### config.mk
export PLATFORM = sky130hd
export DESIGN_NAME = sda_kernel_gmem_arbiter
export DESIGN_NICKNAME = d
export VERILOG_FILES = /design/src/rtl/sda_kernel_gmem_arbiter.sv
export SDC_FILE = /design/constraint.sdc
export NUM_CORES = 1
export LEC_CHECK = 0
export BUFFER_PORTS_ARGS = -buffer_cell sky130_fd_sc_hd__buf_4
export CAP_MARGIN = 15
export CORE_AREA = 3 3 371 373
export CTS_BUF_LIST = sky130_fd_sc_hd__clkbuf_8
export DETAILED_ROUTE_END_ITERATION = 7
export DIE_AREA = 0 0 374 376
export GPL_TIMING_DRIVEN = 0
export MAX_ROUTING_LAYER = met4
export PLACE_DENSITY_LB_ADDON = 0.25
export SYNTH_ARGS = -nofsm -noshare
export SYNTH_HDL_FRONTEND = slang
export SYNTH_SLANG_ARGS = --single-unit
### constraint.sdc
create_clock -name clk -period 3.3 [get_ports clk]
set_input_delay 0.33 -clock clk [delete_from_list [all_inputs] [get_ports clk]]
set_output_delay 0.33 -clock clk [all_outputs]
set_load 0.05 [all_outputs]
### src/rtl/sda_kernel_gmem_arbiter.sv
// rtl/sda_kernel_gmem_arbiter.sv - two-requester AXI4 arbiter onto one gmem master port
//
// Purpose: merges two kernel AXI4 requesters (s0, s1) onto a single m_axi_gmem
// master. Read and write address channels are arbitrated independently with
// round-robin priority; responses are routed back by ID (ID == requester index).
// Writes are serialised: one AW plus its full W burst must finish before the
// next AW is accepted, so W never needs reordering.
//
// Ports:
//   clk, reset               rising-edge clock, synchronous active-high reset
//   sN_ar* / sN_arready      requester read address (N = 0, 1)
//   sN_r*  / sN_rready       requester read data
//   sN_aw* / sN_awready      requester write address
//   sN_w*  / sN_wready       requester write data
//   sN_b*  / sN_bready       requester write response
//   m_axi_gmem_*             AXI4 master bundle (1-bit IDs)
//   rd_busy, wr_busy         read / write traffic in flight
module sda_kernel_gmem_arbiter #(
    parameter int ADDR_WIDTH      = 64,
    parameter int DATA_WIDTH      = 64,
    parameter int MAX_OUTSTANDING = 8
) (
    input  logic                    clk,
    input  logic                    reset,
    // requester 0
    input  logic [ADDR_WIDTH-1:0]   s0_araddr,
    input  logic [7:0]              s0_arlen,
    input  logic [2:0]              s0_arsize,
    input  logic [1:0]              s0_arburst,
    input  logic                    s0_arvalid,
    output logic                    s0_arready,
    output logic [DATA_WIDTH-1:0]   s0_rdata,
    output logic [1:0]              s0_rresp,
    output logic                    s0_rlast,
    output logic                    s0_rvalid,
    input  logic                    s0_rready,
    input  logic [ADDR_WIDTH-1:0]   s0_awaddr,
    input  logic [7:0]              s0_awlen,
    input  logic [2:0]              s0_awsize,
    input  logic [1:0]              s0_awburst,
    input  logic                    s0_awvalid,
    output logic                    s0_awready,
    input  logic [DATA_WIDTH-1:0]   s0_wdata,
    input  logic [DATA_WIDTH/8-1:0] s0_wstrb,
    input  logic                    s0_wlast,
    input  logic                    s0_wvalid,
    output logic                    s0_wready,
    output logic [1:0]              s0_bresp,
    output logic                    s0_bvalid,
    input  logic                    s0_bready,
    // requester 1
    input  logic [ADDR_WIDTH-1:0]   s1_araddr,
    input  logic [7:0]              s1_arlen,
    input  logic [2:0]              s1_arsize,
    input  logic [1:0]              s1_arburst,
    input  logic                    s1_arvalid,
    output logic                    s1_arready,
    output logic [DATA_WIDTH-1:0]   s1_rdata,
    output logic [1:0]              s1_rresp,
    output logic                    s1_rlast,
    output logic                    s1_rvalid,
    input  logic                    s1_rready,
    input  logic [ADDR_WIDTH-1:0]   s1_awaddr,
    input  logic [7:0]              s1_awlen,
    input  logic [2:0]              s1_awsize,
    input  logic [1:0]              s1_awburst,
    input  logic                    s1_awvalid,
    output logic                    s1_awready,
    input  logic [DATA_WIDTH-1:0]   s1_wdata,
    input  logic [DATA_WIDTH/8-1:0] s1_wstrb,
    input  logic                    s1_wlast,
    input  logic                    s1_wvalid,
    output logic                    s1_wready,
    output logic [1:0]              s1_bresp,
    output logic                    s1_bvalid,
    input  logic                    s1_bready,
    // master AR
    output logic                    m_axi_gmem_ARID,
    output logic [ADDR_WIDTH-1:0]   m_axi_gmem_ARADDR,
    output logic [7:0]              m_axi_gmem_ARLEN,
    output logic [2:0]              m_axi_gmem_ARSIZE,
    output logic [1:0]              m_axi_gmem_ARBURST,
    output logic                    m_axi_gmem_ARLOCK,
    output logic [3:0]              m_axi_gmem_ARCACHE,
    output logic [2:0]              m_axi_gmem_ARPROT,
    output logic [3:0]              m_axi_gmem_ARQOS,
    output logic [3:0]              m_axi_gmem_ARREGION,
    output logic                    m_axi_gmem_ARUSER,
    output logic                    m_axi_gmem_ARVALID,
    input  logic                    m_axi_gmem_ARREADY,
    // master R
    input  logic                    m_axi_gmem_RID,
    input  logic [DATA_WIDTH-1:0]   m_axi_gmem_RDATA,
    input  logic [1:0]              m_axi_gmem_RRESP,
    input  logic                    m_axi_gmem_RLAST,
    input  logic                    m_axi_gmem_RVALID,
    output logic                    m_axi_gmem_RREADY,
    // master AW
    output logic                    m_axi_gmem_AWID,
    output logic [ADDR_WIDTH-1:0]   m_axi_gmem_AWADDR,
    output logic [7:0]              m_axi_gmem_AWLEN,
    output logic [2:0]              m_axi_gmem_AWSIZE,
    output logic [1:0]              m_axi_gmem_AWBURST,
    output logic                    m_axi_gmem_AWLOCK,
    output logic [3:0]              m_axi_gmem_AWCACHE,
    output logic [2:0]              m_axi_gmem_AWPROT,
    output logic [3:0]              m_axi_gmem_AWQOS,
    output logic [3:0]              m_axi_gmem_AWREGION,
    output logic                    m_axi_gmem_AWUSER,
    output logic                    m_axi_gmem_AWVALID,
    input  logic                    m_axi_gmem_AWREADY,
    // master W
    output logic                    m_axi_gmem_WID,
    output logic [DATA_WIDTH-1:0]   m_axi_gmem_WDATA,
    output logic [DATA_WIDTH/8-1:0] m_axi_gmem_WSTRB,
    output logic                    m_axi_gmem_WLAST,
    output logic                    m_axi_gmem_WUSER,
    output logic                    m_axi_gmem_WVALID,
    input  logic                    m_axi_gmem_WREADY,
    // master B
    input  logic                    m_axi_gmem_BID,
    input  logic [1:0]              m_axi_gmem_BRESP,
    input  logic                    m_axi_gmem_BVALID,
    output logic                    m_axi_gmem_BREADY,
    // status
    output logic                    rd_busy,
    output logic                    wr_busy
);

    localparam int CW = $clog2(MAX_OUTSTANDING + 1);
    localparam logic [CW-1:0] MAX_CNT = CW'(MAX_OUTSTANDING);

    typedef enum logic { AR_IDLE, AR_HOLD } ar_state_t;
    typedef enum logic { W_IDLE,  W_BUSY  } w_state_t;

    // ------------------------------------------------------------------
    // Read address arbitration
    // ------------------------------------------------------------------
    ar_state_t             r_ar_state, w_ar_state_nxt;
    logic                  r_ar_prio;      // requester that wins a tie
    logic [CW-1:0]         r_rd_count;
    logic                  r_ar_id;
    logic [ADDR_WIDTH-1:0] r_ar_addr;
    logic [7:0]            r_ar_len;
    logic [2:0]            r_ar_size;
    logic [1:0]            r_ar_burst;

    logic w_ar_grant;
    logic w_ar_win;
    logic w_ar_hs;
    logic w_r_done;

    assign w_ar_win = (s0_arvalid && s1_arvalid) ? r_ar_prio : s1_arvalid;
    assign w_ar_hs  = (r_ar_state == AR_HOLD) && m_axi_gmem_ARREADY;
    assign w_r_done = m_axi_gmem_RVALID && m_axi_gmem_RREADY && m_axi_gmem_RLAST;

    always_comb begin
        w_ar_state_nxt = r_ar_state;
        w_ar_grant     = 1'b0;
        case (r_ar_state)
            AR_IDLE: begin
                if (!reset && (s0_arvalid || s1_arvalid) && (r_rd_count < MAX_CNT)) begin
                    w_ar_grant     = 1'b1;
                    w_ar_state_nxt = AR_HOLD;
                end
            end
            AR_HOLD: begin
                if (m_axi_gmem_ARREADY) begin
                    w_ar_state_nxt = AR_IDLE;
                end
            end
            default: w_ar_state_nxt = AR_IDLE;
        endcase
    end

    always_ff @(posedge clk) begin
        if (reset) begin
            r_ar_state <= AR_IDLE;
        end else begin
            r_ar_state <= w_ar_state_nxt;
        end
    end

    always_ff @(posedge clk) begin
        if (reset) begin
            r_ar_prio  <= 1'b0;
            r_ar_id    <= 1'b0;
            r_ar_addr  <= '0;
            r_ar_len   <= '0;
            r_ar_size  <= '0;
            r_ar_burst <= '0;
        end else if (w_ar_grant) begin
            r_ar_prio  <= ~w_ar_win;
            r_ar_id    <= w_ar_win;
            r_ar_addr  <= w_ar_win ? s1_araddr  : s0_araddr;
            r_ar_len   <= w_ar_win ? s1_arlen   : s0_arlen;
            r_ar_size  <= w_ar_win ? s1_arsize  : s0_arsize;
            r_ar_burst <= w_ar_win ? s1_arburst : s0_arburst;
        end
    end

    always_ff @(posedge clk) begin
        if (reset) begin
            r_rd_count <= '0;
        end else if (w_ar_hs && !w_r_done) begin
            r_rd_count <= r_rd_count + 1'b1;
        end else if (!w_ar_hs && w_r_done) begin
            r_rd_count <= r_rd_count - 1'b1;
        end
    end

    assign s0_arready          = w_ar_grant && !w_ar_win;
    assign s1_arready          = w_ar_grant &&  w_ar_win;
    assign m_axi_gmem_ARVALID  = (r_ar_state == AR_HOLD);
    assign m_axi_gmem_ARID     = r_ar_id;
    assign m_axi_gmem_ARADDR   = r_ar_addr;
    assign m_axi_gmem_ARLEN    = r_ar_len;
    assign m_axi_gmem_ARSIZE   = r_ar_size;
    assign m_axi_gmem_ARBURST  = r_ar_burst;
    assign m_axi_gmem_ARLOCK   = 1'b0;
    assign m_axi_gmem_ARCACHE  = 4'b0011;
    assign m_axi_gmem_ARPROT   = 3'b000;
    assign m_axi_gmem_ARQOS    = 4'd0;
    assign m_axi_gmem_ARREGION = 4'd0;
    assign m_axi_gmem_ARUSER   = 1'b0;

    // Read data: steered back purely by RID, no buffering.
    assign s0_rvalid         = m_axi_gmem_RVALID && !m_axi_gmem_RID;
    assign s1_rvalid         = m_axi_gmem_RVALID &&  m_axi_gmem_RID;
    assign m_axi_gmem_RREADY = m_axi_gmem_RID ? s1_rready : s0_rready;
    assign s0_rdata          = m_axi_gmem_RDATA;
    assign s1_rdata          = m_axi_gmem_RDATA;
    assign s0_rresp          = m_axi_gmem_RRESP;
    assign s1_rresp          = m_axi_gmem_RRESP;
    assign s0_rlast          = m_axi_gmem_RLAST;
    assign s1_rlast          = m_axi_gmem_RLAST;

    assign rd_busy = (r_rd_count != '0) || (r_ar_state == AR_HOLD);

    // ------------------------------------------------------------------
    // Write arbitration: AW and its W burst are owned by one requester
    // until both have completed, in either order.
    // ------------------------------------------------------------------
    w_state_t              r_w_state, w_w_state_nxt;
    logic                  r_aw_prio;
    logic                  r_w_owner;
    logic                  r_aw_pend;
    logic                  r_w_pend;
    logic [CW-1:0]         r_wr_count;
    logic [ADDR_WIDTH-1:0] r_aw_addr;
    logic [7:0]            r_aw_len;
    logic [2:0]            r_aw_size;
    logic [1:0]            r_aw_burst;

    logic w_aw_grant;
    logic w_aw_win;
    logic w_aw_hs;
    logic w_wlast_hs;
    logic w_b_done;

    assign w_aw_win   = (s0_awvalid && s1_awvalid) ? r_aw_prio : s1_awvalid;
    assign w_aw_hs    = r_aw_pend && m_axi_gmem_AWREADY;
    assign w_wlast_hs = m_axi_gmem_WVALID && m_axi_gmem_WREADY && m_axi_gmem_WLAST;
    assign w_b_done   = m_axi_gmem_BVALID && m_axi_gmem_BREADY;

    always_comb begin
        w_w_state_nxt = r_w_state;
        w_aw_grant    = 1'b0;
        case (r_w_state)
            W_IDLE: begin
                if (!reset && (s0_awvalid || s1_awvalid) && (r_wr_count < MAX_CNT)) begin
                    w_aw_grant    = 1'b1;
                    w_w_state_nxt = W_BUSY;
                end
            end
            W_BUSY: begin
                // Leave as soon as the last outstanding half completes.
                if (!(r_aw_pend && !w_aw_hs) && !(r_w_pend && !w_wlast_hs)) begin
                    w_w_state_nxt = W_IDLE;
                end
            end
            default: w_w_state_nxt = W_IDLE;
        endcase
    end

    always_ff @(posedge clk) begin
        if (reset) begin
            r_w_state <= W_IDLE;
        end else begin
            r_w_state <= w_w_state_nxt;
        end
    end

    always_ff @(posedge clk) begin
        if (reset) begin
            r_aw_prio  <= 1'b0;
            r_w_owner  <= 1'b0;
            r_aw_pend  <= 1'b0;
            r_w_pend   <= 1'b0;
            r_aw_addr  <= '0;
            r_aw_len   <= '0;
            r_aw_size  <= '0;
            r_aw_burst <= '0;
        end else if (w_aw_grant) begin
            r_aw_prio  <= ~w_aw_win;
            r_w_owner  <= w_aw_win;
            r_aw_pend  <= 1'b1;
            r_w_pend   <= 1'b1;
            r_aw_addr  <= w_aw_win ? s1_awaddr  : s0_awaddr;
            r_aw_len   <= w_aw_win ? s1_awlen   : s0_awlen;
            r_aw_size  <= w_aw_win ? s1_awsize  : s0_awsize;
            r_aw_burst <= w_aw_win ? s1_awburst : s0_awburst;
        end else begin
            if (w_aw_hs) begin
                r_aw_pend <= 1'b0;
            end
            if (w_wlast_hs) begin
                r_w_pend <= 1'b0;
            end
        end
    end

    always_ff @(posedge clk) begin
        if (reset) begin
            r_wr_count <= '0;
        end else if (w_aw_hs && !w_b_done) begin
            r_wr_count <= r_wr_count + 1'b1;
        end else if (!w_aw_hs && w_b_done) begin
            r_wr_count <= r_wr_count - 1'b1;
        end
    end

    assign s0_awready          = w_aw_grant && !w_aw_win;
    assign s1_awready          = w_aw_grant &&  w_aw_win;
    assign m_axi_gmem_AWVALID  = r_aw_pend;
    assign m_axi_gmem_AWID     = r_w_owner;
    assign m_axi_gmem_AWADDR   = r_aw_addr;
    assign m_axi_gmem_AWLEN    = r_aw_len;
    assign m_axi_gmem_AWSIZE   = r_aw_size;
    assign m_axi_gmem_AWBURST  = r_aw_burst;
    assign m_axi_gmem_AWLOCK   = 1'b0;
    assign m_axi_gmem_AWCACHE  = 4'b0011;
    assign m_axi_gmem_AWPROT   = 3'b000;
    assign m_axi_gmem_AWQOS    = 4'd0;
    assign m_axi_gmem_AWREGION = 4'd0;
    assign m_axi_gmem_AWUSER   = 1'b0;

    assign m_axi_gmem_WVALID = r_w_pend && (r_w_owner ? s1_wvalid : s0_wvalid);
    assign m_axi_gmem_WDATA  = r_w_owner ? s1_wdata : s0_wdata;
    assign m_axi_gmem_WSTRB  = r_w_owner ? s1_wstrb : s0_wstrb;
    assign m_axi_gmem_WLAST  = r_w_owner ? s1_wlast : s0_wlast;
    assign m_axi_gmem_WID    = r_w_owner;
    assign m_axi_gmem_WUSER  = 1'b0;
    assign s0_wready         = r_w_pend && !r_w_owner && m_axi_gmem_WREADY;
    assign s1_wready         = r_w_pend &&  r_w_owner && m_axi_gmem_WREADY;

    assign s0_bvalid         = m_axi_gmem_BVALID && !m_axi_gmem_BID;
    assign s1_bvalid         = m_axi_gmem_BVALID &&  m_axi_gmem_BID;
    assign m_axi_gmem_BREADY = m_axi_gmem_BID ? s1_bready : s0_bready;
    assign s0_bresp          = m_axi_gmem_BRESP;
    assign s1_bresp          = m_axi_gmem_BRESP;

    assign wr_busy = (r_wr_count != '0) || (r_w_state == W_BUSY);

endmodule

==> flow_summary_export.csv <==
group,metric,value,unit
status,status,"complete, but fails checks",
status,violations,"design-rule violations",
setup_path,cpMaxStageDelayCell,"buf_2",
clock_tree,cts_tree,"yes",
place,portBuffers,858,
sta,setup_viol,0,
sta,rsz0062_at_grt,"false",
sta,period_share,90.6,%
final_layout,seq_area,3400,µm²
place,dpl.hpwl,86600,µm
logic_synthesis,netlist_area,8660,µm²
route,wl,100000,µm
setup_path,cp_common_cell,"buf_2",
route,drc,5,
route,wl_per_cell,25.5,µm
sta,clock-skew-final,0.0364,ns
power,p_leak,9.25,nW
floorplan,die_y,376,µm
floorplan,coreArea,135000,µm²
place,preCtsSetupSlack,0.351,ns
logic_synthesis,ys_ff_latch,170,
route,firstDrtPassIters,8,
floorplan,fp.dieW,374,µm
place,place.gp.congestion,0.794,
sta,finalSetupTns,0,ns
final_layout,n_fill_cell,15500,
clock_tree,clk_latency,0.63,ns
sta,min_period,2.99,ns
final_layout,finalNonFillerCells,3935,
final_layout,final_nets,2676,
run,maxCapViolCount,0,
setup_path,critPathCaptureType,"output port",
final_layout,area_growth,144,%
logic_synthesis,synth.avg_cell_area,9.59,µm²
route,via_per_inst,3.19,
setup_path,cp-start-kind,"flop",
setup_path,crit_required,2.97,ns
logic_synthesis,ys_warn_count,0,
route,vias,12500,
global_routing,grt_pass1_wl,126000,µm
logic_synthesis,synth_cell_types,30,
global_routing,antenna_found_initial,40,
logic_synthesis,synth-seq-area-share,39.3,%
sta,setup_slack,0.311,ns
global_routing,grt_max_degree,19,
setup_path,worstSetupPathType,"reg -> out",
setup_path,cpPeakStageDelay,0.47,ns
clock_tree,cts_sinks,170,
sta,max_freq,335,MHz
setup_path,critPathBufInv,3,
hold_path,min_path_type,"in -> reg",
floorplan,initial_utilization,6.42,%
clock_tree,cts_buffer_depth,2,
sta,slew_headroom,38.5,%
place,place_inst,3579,
clock_tree,cts_inserted_buffers,17,
clock_tree,clk_pin_slew_worst_paths,0.11,ns
route,ant_nets,0,
setup_path,crit_path_max_fanout,10,
sta,drv_slew,0,
sta,worst_slew_pin_slew,0.923,ns
power,ir_drop,320,µV
setup_path,cpLargestDelayFamily,"buffers and inverters",
floorplan,num_io_pins,962,
logic_synthesis,synth_cells,903,
clock_tree,cts_root_buffer,"clkbuf_8",
route,drt-initial-drc-count,1271,
final_layout,drive_above_1_share,55.4,%
setup_path,cp.arrival,2.66,ns
power,p_total,0.00947,W
final_layout,multi_input_area,3690,µm²
global_routing,grt_util_all_layers,14.1,%
power,p_per_area,449,nW/µm²
clock_tree,htree_levels,4,
floorplan,rows,135,
floorplan,die-area,141000,µm²
global_routing,overflow,0,
sta,hold_ws,0.179,ns
sta,hold_viol_final,0,
global_routing,grt_pass1_vias,12900,
setup_path,path_cells,"nor3_2 > and3_1 > buf_2 > buf_2 > buf_4",
## path summary, 6_finish.rpt
| check | cells after the start | slack [ns] | to | start |
|---|---|---|---|---|
| min reg2reg | 2 | 0.47 | m_axi_gmem_ARID$_SDFFE_PP0P_ | m_axi_gmem_ARID$_SDFFE_PP0P_ |
| max reg2reg | 7 | 0.46 | m_axi_gmem_AWADDR[36]$_SDFFE_PP0P_ | r_wr_count[3]$_SDFFE_PP0P_ |
| max | 5 | 0.31 | s1_awready | r_wr_count[3]$_SDFFE_PP0P_ |
| min | 5 | 0.18 | r_w_state$_SDFF_PP0_ | s0_awvalid |
## sequential cells by signal (all words and copies together), names as in the netlist, 2 cells and up
signal	flops
m_axi_gmem_AWADDR	64
m_axi_gmem_AWBURST	2
m_axi_gmem_AWLEN	8
m_axi_gmem_ARBURST	2
m_axi_gmem_ARLEN	8
m_axi_gmem_AWSIZE	3
m_axi_gmem_ARADDR	64
m_axi_gmem_ARSIZE	3
r_rd_count	4
r_wr_count	4
## Yosys cell counts
| cell | number | area (µm²) |
|---|---|---|
| buf_4 | 178 | 1340 |
| nor2_1 | 173 | 649 |
| dfxtp_1 | 170 | 3400 |
| a222oi_1 | 154 | 1540 |
| mux2_2 | 67 | 754 |
| clkbuf_1 | 37 | 139 |
| buf_2 | 36 | 180 |
| mux2_1 | 10 | 113 |
| nand2_1 | 7 | 26.3 |
| ha_1 | 6 | 75.1 |
| inv_1 | 6 | 22.5 |
| o21ai_1 | 6 | 30.0 |
| a211oi_1 | 5 | 37.5 |
| a21oi_1 | 5 | 25.0 |
| and3_1 | 5 | 31.3 |
| nor2b_1 | 5 | 31.3 |
| and2_1 | 4 | 25.0 |
| buf_6 | 3 | 33.8 |
| mux2i_1 | 3 | 30.0 |
| nand2b_1 | 3 | 18.8 |
| nand3_1 | 3 | 15.0 |
| nor3_1 | 3 | 15.0 |
| a31o_1 | 2 | 17.5 |
| a31oi_1 | 2 | 12.5 |
| conb_1 | 2 | 7.51 |
| fa_1 | 2 | 40.0 |
| xnor2_1 | 2 | 17.5 |
| xor2_1 | 2 | 17.5 |
| a21boi_1 | 1 | 7.51 |
| nor3_2 | 1 | 10.0 |
## timing repair
item / CTS / global route
buffers inserted: 0 / 0
resized for setup: 4 / 0
setup endpoints to repair: 59 / 0
hold endpoints to repair: 155 / 0
hold buffers: 309 / 0
## stage by stage
stage	instance area, µm²	utilization, %
floorplan	8790	-
global placement	17500	12.9
detailed placement	17500	13.0
CTS	21100	15.6
global route	21100	15.6
finish	21100	15.6
## where the power goes
| group | internal [W] | total (W) | switching [W] |
|---|---|---|---|
| sequential | 0.00228 | 0.00244 | 0.000160 |
| clock | 0.000640 | 0.00182 | 0.00118 |
| combinational | 0.00204 | 0.00521 | 0.00317 |
## kinds of logic (layout without fill, tap and decap cells)
family | after synthesis | after routing | synth area share [%]
AO/OA/AOI/OAI | 175 | 175 | 19.3
other | 2 | 50 | 0.0867
multiplexers | 80 | 80 | 10.4
adder cells (fa/ha/maj) | 8 | 8 | 1.33
XOR/XNOR | 4 | 4 | 0.404
flip-flops | 170 | 170 | 39.3
AND/OR/NAND/NOR | 204 | 204 | 9.49
buffers and inverters | 260 | 1463 | 19.8
## routing by layer
layer	vias to the layer above	global-route usage, %	share of wire, %
li1	5675	-	-
met1	6114	15.4	39
met2	689	24.8	51
met3	55	4.90	8.9
met4	0	2.53	1.1
met5	-	-	0
## cell type report
class	instances	area share (%)
antenna	15	0.178
buffer	254	8.05
clock buffer	17	1.11
clock inverter	15	0.866
inverter	6	0.107
multi-input combinational	506	17.5
sequential	170	16.1
tap	1781	10.6
timing repair buffer	1171	45.5
## layout by cell type (no fill, tap or decap), drive strengths merged
cell,Yosys,layout
a21boi,1,1
a31oi,2,2
a211oi,5,5
a222oi,154,154
a21oi,5,5
fa,2,2
nor3,4,4
ha,6,6
clkinv,0,7
mux2i,3,3
and3,5,5
clkinvlp,0,1
bufinv,0,1
dfxtp,170,170
conb,2,35
buf,217,1079
clkbuf,37,54
nand3,3,3
a31o,2,2
nor2b,5,5
xor2,2,2
diode,0,15
mux2,77,77
xnor2,2,2
nand2,7,7
inv,6,12
o21ai,6,6
nand2b,3,3
nor2,173,173
and2,4,4
dlygate4sd3,0,309
## worst register-to-register path: cells and delay by family, from the launching register on
family / cells / cell delay, ns
AOI/OAI and AO/OA: 1 / 0.23
DFF: 1 / 0.36
and+or+nand+nor: 3 / 0.60
buffers and inverters: 3 / 1.61
Note: power is estimated with default switching activity, not from simulation.
